[src/rtl/reg_bus_arbiter.sv]
`default_nettype none
// ============================================================================
// Module      : reg_bus_arbiter
// Description : Round-robin sharing of one register-file bus between two
//               requesters, each with a 1-deep pending slot and read return.
// Revision    : 1.0 - initial release
// ============================================================================
module reg_bus_arbiter #(
    parameter int ADDR_W     = 8,
    parameter int DATA_W     = 16,
    parameter int RD_LATENCY = 1
) (
    input  logic              clk_i,
    input  logic              rst_n_i,

    input  logic [ADDR_W-1:0] m0_addr_i,
    input  logic [DATA_W-1:0] m0_wdata_i,
    input  logic              m0_wr_en_i,
    input  logic              m0_rd_en_i,
    output logic [DATA_W-1:0] m0_rdata_o,
    output logic              m0_rd_valid_o,
    output logic              m0_busy_o,

    input  logic [ADDR_W-1:0] m1_addr_i,
    input  logic [DATA_W-1:0] m1_wdata_i,
    input  logic              m1_wr_en_i,
    input  logic              m1_rd_en_i,
    output logic [DATA_W-1:0] m1_rdata_o,
    output logic              m1_rd_valid_o,
    output logic              m1_busy_o,

    output logic [ADDR_W-1:0] reg_addr_o,
    output logic [DATA_W-1:0] reg_wdata_o,
    output logic              reg_wr_en_o,
    output logic              reg_rd_en_o,
    input  logic [DATA_W-1:0] reg_rdata_i,

    output logic [1:0]        err_overrun_o,
    input  logic              clr_err_i
);

    localparam logic [1:0] c_st_idle    = 2'd0;
    localparam logic [1:0] c_st_issue   = 2'd1;
    localparam logic [1:0] c_st_wait_rd = 2'd2;

    localparam logic [1:0] c_cnt_load = (RD_LATENCY > 0) ? 2'(RD_LATENCY - 1) : 2'd0;

    logic [ADDR_W-1:0] w_in_addr  [2];
    logic [DATA_W-1:0] w_in_wdata [2];
    logic [1:0]        w_in_wr;
    logic [1:0]        w_in_rd;

    logic [1:0]        w_vld;
    logic [1:0]        w_wr;
    logic [ADDR_W-1:0] w_slot_addr  [2];
    logic [DATA_W-1:0] w_slot_wdata [2];
    logic [1:0]        w_err;
    logic [1:0]        w_slot_done;
    logic              w_done_any;
    logic              w_pick;

    logic [1:0]        r_state;
    logic              r_last;
    logic              r_gnt;
    logic [1:0]        r_cnt;
    logic [ADDR_W-1:0] r_reg_addr;
    logic [DATA_W-1:0] r_reg_wdata;
    logic              r_reg_wr;
    logic              r_reg_rd;
    logic [1:0]        r_rd_valid;
    logic [DATA_W-1:0] r_rdata [2];

    assign w_in_addr[0]  = m0_addr_i;
    assign w_in_addr[1]  = m1_addr_i;
    assign w_in_wdata[0] = m0_wdata_i;
    assign w_in_wdata[1] = m1_wdata_i;
    assign w_in_wr       = {m1_wr_en_i, m0_wr_en_i};
    assign w_in_rd       = {m1_rd_en_i, m0_rd_en_i};

    // A slot frees when its write issues, or when its read data is captured.
    assign w_done_any = ((r_state == c_st_issue) && (r_reg_wr || (RD_LATENCY == 0))) ||
                        ((r_state == c_st_wait_rd) && (r_cnt == 2'd0));
    assign w_slot_done = w_done_any ? (r_gnt ? 2'b10 : 2'b01) : 2'b00;

    assign w_pick = (w_vld == 2'b11) ? ~r_last : w_vld[1];

    generate
        for (genvar n = 0; n < 2; n++) begin : g_port
            logic              r_vld;
            logic              r_wr;
            logic              r_err_bit;
            logic [ADDR_W-1:0] r_addr;
            logic [DATA_W-1:0] r_wdata;
            logic              w_strobe;
            logic              w_set;

            assign w_strobe = w_in_wr[n] | w_in_rd[n];
            // Overrun: simultaneous wr+rd, or any strobe into an occupied slot.
            assign w_set    = (w_in_wr[n] & w_in_rd[n]) | (r_vld & w_strobe);

            always_ff @(posedge clk_i or negedge rst_n_i) begin
                if (!rst_n_i) begin
                    r_vld     <= 1'b0;
                    r_wr      <= 1'b0;
                    r_addr    <= '0;
                    r_wdata   <= '0;
                    r_err_bit <= 1'b0;
                end else begin
                    if (w_slot_done[n]) begin
                        r_vld <= 1'b0;
                    end else if (!r_vld && w_strobe) begin
                        r_vld   <= 1'b1;
                        r_wr    <= w_in_wr[n];
                        r_addr  <= w_in_addr[n];
                        r_wdata <= w_in_wdata[n];
                    end
                    r_err_bit <= w_set | (r_err_bit & ~clr_err_i);
                end
            end

            assign w_vld[n]        = r_vld;
            assign w_wr[n]         = r_wr;
            assign w_slot_addr[n]  = r_addr;
            assign w_slot_wdata[n] = r_wdata;
            assign w_err[n]        = r_err_bit;
        end
    endgenerate

    always_ff @(posedge clk_i or negedge rst_n_i) begin
        if (!rst_n_i) begin
            r_state     <= c_st_idle;
            r_last      <= 1'b1;
            r_gnt       <= 1'b0;
            r_cnt       <= 2'd0;
            r_reg_addr  <= '0;
            r_reg_wdata <= '0;
            r_reg_wr    <= 1'b0;
            r_reg_rd    <= 1'b0;
            r_rd_valid  <= 2'b00;
            r_rdata[0]  <= '0;
            r_rdata[1]  <= '0;
        end else begin
            r_reg_wr   <= 1'b0;
            r_reg_rd   <= 1'b0;
            r_rd_valid <= 2'b00;
            case (r_state)
                c_st_idle: begin
                    if (|w_vld) begin
                        r_gnt       <= w_pick;
                        r_reg_addr  <= w_slot_addr[w_pick];
                        r_reg_wdata <= w_slot_wdata[w_pick];
                        r_reg_wr    <= w_wr[w_pick];
                        r_reg_rd    <= ~w_wr[w_pick];
                        r_state     <= c_st_issue;
                    end
                end
                c_st_issue: begin
                    r_last <= r_gnt;
                    if (r_reg_wr) begin
                        r_state <= c_st_idle;
                    end else if (RD_LATENCY == 0) begin
                        r_rdata[r_gnt]    <= reg_rdata_i;
                        r_rd_valid[r_gnt] <= 1'b1;
                        r_state           <= c_st_idle;
                    end else begin
                        r_cnt   <= c_cnt_load;
                        r_state <= c_st_wait_rd;
                    end
                end
                c_st_wait_rd: begin
                    if (r_cnt == 2'd0) begin
                        r_rdata[r_gnt]    <= reg_rdata_i;
                        r_rd_valid[r_gnt] <= 1'b1;
                        r_state           <= c_st_idle;
                    end else begin
                        r_cnt <= r_cnt - 2'd1;
                    end
                end
                default: r_state <= c_st_idle;
            endcase
        end
    end

    assign reg_addr_o    = r_reg_addr;
    assign reg_wdata_o   = r_reg_wdata;
    assign reg_wr_en_o   = r_reg_wr;
    assign reg_rd_en_o   = r_reg_rd;
    assign m0_rdata_o    = r_rdata[0];
    assign m1_rdata_o    = r_rdata[1];
    assign m0_rd_valid_o = r_rd_valid[0];
    assign m1_rd_valid_o = r_rd_valid[1];
    assign m0_busy_o     = w_vld[0];
    assign m1_busy_o     = w_vld[1];
    assign err_overrun_o = w_err;

endmodule
`default_nettype wire

[config.mk]
export PLATFORM = sky130hd
export DESIGN_NAME = reg_bus_arbiter
export DESIGN_NICKNAME = d
export VERILOG_FILES = /design/src/rtl/reg_bus_arbiter.sv
export SDC_FILE = /design/constraint.sdc
export NUM_CORES = 1
export LEC_CHECK = 0
export ABC_AREA = 1
export CAP_MARGIN = 30
export CORE_UTILIZATION = 40
export CTS_BUF_LIST = sky130_fd_sc_hd__clkbuf_4 sky130_fd_sc_hd__clkbuf_8
export CTS_CLUSTER_SIZE = 25
export DETAILED_ROUTE_END_ITERATION = 6
export HOLD_SLACK_MARGIN = 0.06
export PLACE_DENSITY = 0.67
export SYNTH_ARGS = -nofsm -noshare
export SYNTH_HDL_FRONTEND = slang
export SYNTH_SLANG_ARGS = --single-unit
[constraint.sdc]
create_clock -name clk_i -period 4.6 [get_ports clk_i]
set_clock_uncertainty 0.15 [all_clocks]
set_input_delay 1.15 -clock clk_i [delete_from_list [all_inputs] [get_ports clk_i]]
set_output_delay 1.15 -clock clk_i [all_outputs]
set_load 0.1 [all_outputs]
==> metrics.txt <==
H-tree Lvls=4; register area share after synthesis=59.8%; cell breakdown of the critical path=clkdlybuf4s50_1; outcome=finished clean; Post-Synth XOR/XNOR Area=0%; vias in the first global route=4,232; final hold vios=0; Max FO, Critical Path=5; most common cell after layout, fill and taps aside=nand2_1; R2R setup slack=2.45 ns; Mapped Cells=532; top cells by area, synth=dfrtp_1 59%, nand2_1 12%, nand3_1 9.9%; first-pass GRT wire length=20,400 um; # IOs=135; drt drc=0; Cell Area, Synth=0.00502 mm^2; die area=0.0130 mm^2; final max-slew violation count=0; Slew HR=31.7%; dpl hpwl=8330 um; post-synthesis adder-cell area fraction=0.249%; min Tclk post-route=3.37 ns; WHS Endpoint=g_port[0].r_wdata[3]; top-area cell type share of the netlist area=59.3%; CP top delay family=buffers and inverters; measured slew at the worst slew-check pin=1.02 ns; worst skew pair latency=0.43 ns; mux cell area share after synthesis=0%; Tcrit/Tclk final=73.3%; largest family of logic cells by synthesized area=simple AND/OR/NAND/NOR gates; commonest non-fill, non-tap cells in the layout=163 x nand2_1, 132 x clkdlybuf4s50_1, 119 x dfrtp_1; Area growth syn-to-layout=35.4%; compound-gate portion of the synthesized area=8.07%; FF+latch area=0.00300 mm^2; routability cong.=0.756; library cells used by synthesis=29; CTS Hold Bufs=0; CP Class=reg -> out; CP startpoint kind=register; DRT Pass-1 Iters=6; Worst R2R Path Depth=4; CTS Buf Count=17; Worst Path Required=3.30 ns; post-cts sizing count=0; setup violators final=0; synthesized flop and latch total=120; hold-critical path depth=2; Clock Path Buffers=2; max-cap violation count=0; DR iter-0 viols=308; Initial Util=41.5%; post-synth top area cell=dfrtp_1; fmax=0.296 GHz; Setup Buffers After CTS=0; initial antenna violation count=0; Clock transition at path regs=0.06 ns; gr ovfl total=0; reg2reg start=m0_busy_o; CTS tree=built; fin nets=728; Die X=114 um; reg-to-reg endpoint=reg_rd_en_o; Final TNS setup=0 ns; final wirelength=12,100 um; Avg Cell Area, Syn=9.45 um^2; wire length per cell=14.5 um; port buffer count=134; Via density=4.91; Fillers=1,112; Hold Startpoint=g_port[0].r_wdata[3]; RSZ-0062 raised after global routing=no; worst hold-check path type=reg -> reg; Die Y=114 um; All-Layer GR Usage=20.3%; CP arrival=2.07 ns; max incr delay on CP=1.18 ns; Worst path depth=1; ANT cells=0; largest net degree at the start of global routing=70; Slowest-stage cell, CP=clkdlybuf4s50_1; synthesis warning total=0; antenna-violating nets left=0; row cnt=40; share of cells above drive strength 1=8.22%; syn_nets=604; Multi-input gate area=0.00172 mm^2; worst path bufs/invs=1; Root Buffer=clkbuf_8; CTS Sinks=120; Setup crit end kind=output pin; CORE AREA=0.0121 mm^2; simple-gate area share of the yosys netlist=26.0%; routed vias=4,106
==> metrics by stage <==
step / util, % / cell area [um^2] / worst slack, ns / instances / hold WS, ns
3_3_place_gp: 52.9 / 6410 / 1.60 / 804 / 0.307
4_1_cts: 56.2 / 6810 / 1.19 / 837 / 0.324
6_report: 56.2 / 6810 / 1.23 / 837 / 0.321
3_5_place_dp: 53.1 / 6430 / 1.57 / 805 / 0.308
5_1_grt: 56.2 / 6810 / 1.16 / 837 / 0.351
2_1_floorplan: - / 5020 / 2.31 / 532 / 0.287
==> worst register-to-register path, cell delays in order (launching register included) <==
cell	delay (ns)
dfrtp_1	0.46
nand2_2	0.44
nand2_2	0.47
o21ai_0	0.40
and2_1	0.18
==> state kept, by name, indices dropped and copies added, names as in the netlist <==
| register | count |
|---|---|
| r_gnt | 1 |
| m1_rdata_o | 16 |
| r_cnt | 2 |
| r_last | 1 |
| r_rd_valid | 2 |
| g_port.r_wr | 2 |
| reg_wdata_o | 16 |
| g_port.r_err_bit | 2 |
| m1_busy_o | 1 |
| r_state | 2 |
| g_port.r_wdata | 32 |
| m0_busy_o | 1 |
| reg_rd_en_o | 1 |
| g_port.r_addr | 16 |
| m0_rdata_o | 16 |
| reg_wr_en_o | 1 |
| reg_addr_o | 8 |
==> synthesized netlist by cell type <==
cell type / number
buf_2: 9
o21a_1: 25
dfstp_2: 1
a21oi_1: 2
clkbuf_1: 8
nand2_4: 3
buf_6: 4
inv_1: 26
nand2_8: 1
ha_1: 1
nor2_1: 4
nor2_4: 3
o22ai_1: 1
dfrtp_1: 119
nor3_1: 2
nand3_1: 99
o21ai_1: 5
nand3_2: 4
nor2_8: 1
nand2_2: 3
and2_1: 1
nand2_1: 163
clkbuf_2: 1
o21ai_0: 32
o221ai_1: 1
inv_2: 2
buf_1: 2
buf_4: 8
a22oi_1: 1
==> cells by family (layout without fill, tap and decap cells) <==
family                   Yosys count  after routing
AND/OR/NAND/NOR                  284            284
flip-flops                       120            120
AO/OA/AOI/OAI                     67             67
buffers and inverters             60            197
adder cells (fa/ha/maj)            1              1
==> layer usage <==
metal  global-route usage [%]  up-vias  part of all wire [%]
li1                         -     1988                     -
met1                     26.1     1960                    45
met2                     33.3      140                    48
met3                     4.92       18                   5.4
met4                     7.79        0                   1.7
met5                        0        -                     0
==> final cells by class <==
| class | count | share of cell area [%] |
|---|---|---|
| clock buffers | 23 | 4.38 |
| flip-flops and latches | 120 | 44.1 |
| repair buffers | 137 | 20.4 |
| clock inverters | 9 | 1.08 |
| multi-input cells | 352 | 25.3 |
| inverters | 28 | 1.54 |
| well taps | 168 | 3.09 |
==> worst max path at each step <==
| stage | from | end | slack (ns) |
|---|---|---|---|
| final | m0_busy_o | m0_busy_o | 1.23 |
| after global routing | m0_busy_o | m0_busy_o | 1.16 |
| after CTS | m0_busy_o | m0_busy_o | 1.19 |
| after detailed placement | m0_wr_en_i | g_port[0].r_addr[1] | 1.57 |
| after global placement | m0_wr_en_i | g_port[0].r_wdata[6] | 1.60 |
| after floorplan | m0_busy_o | m0_busy_o | 2.31 |
Power is left out: the tool's default activity adds up to more than one toggle a clock period on the data nets, which glitch-free logic cannot reach.
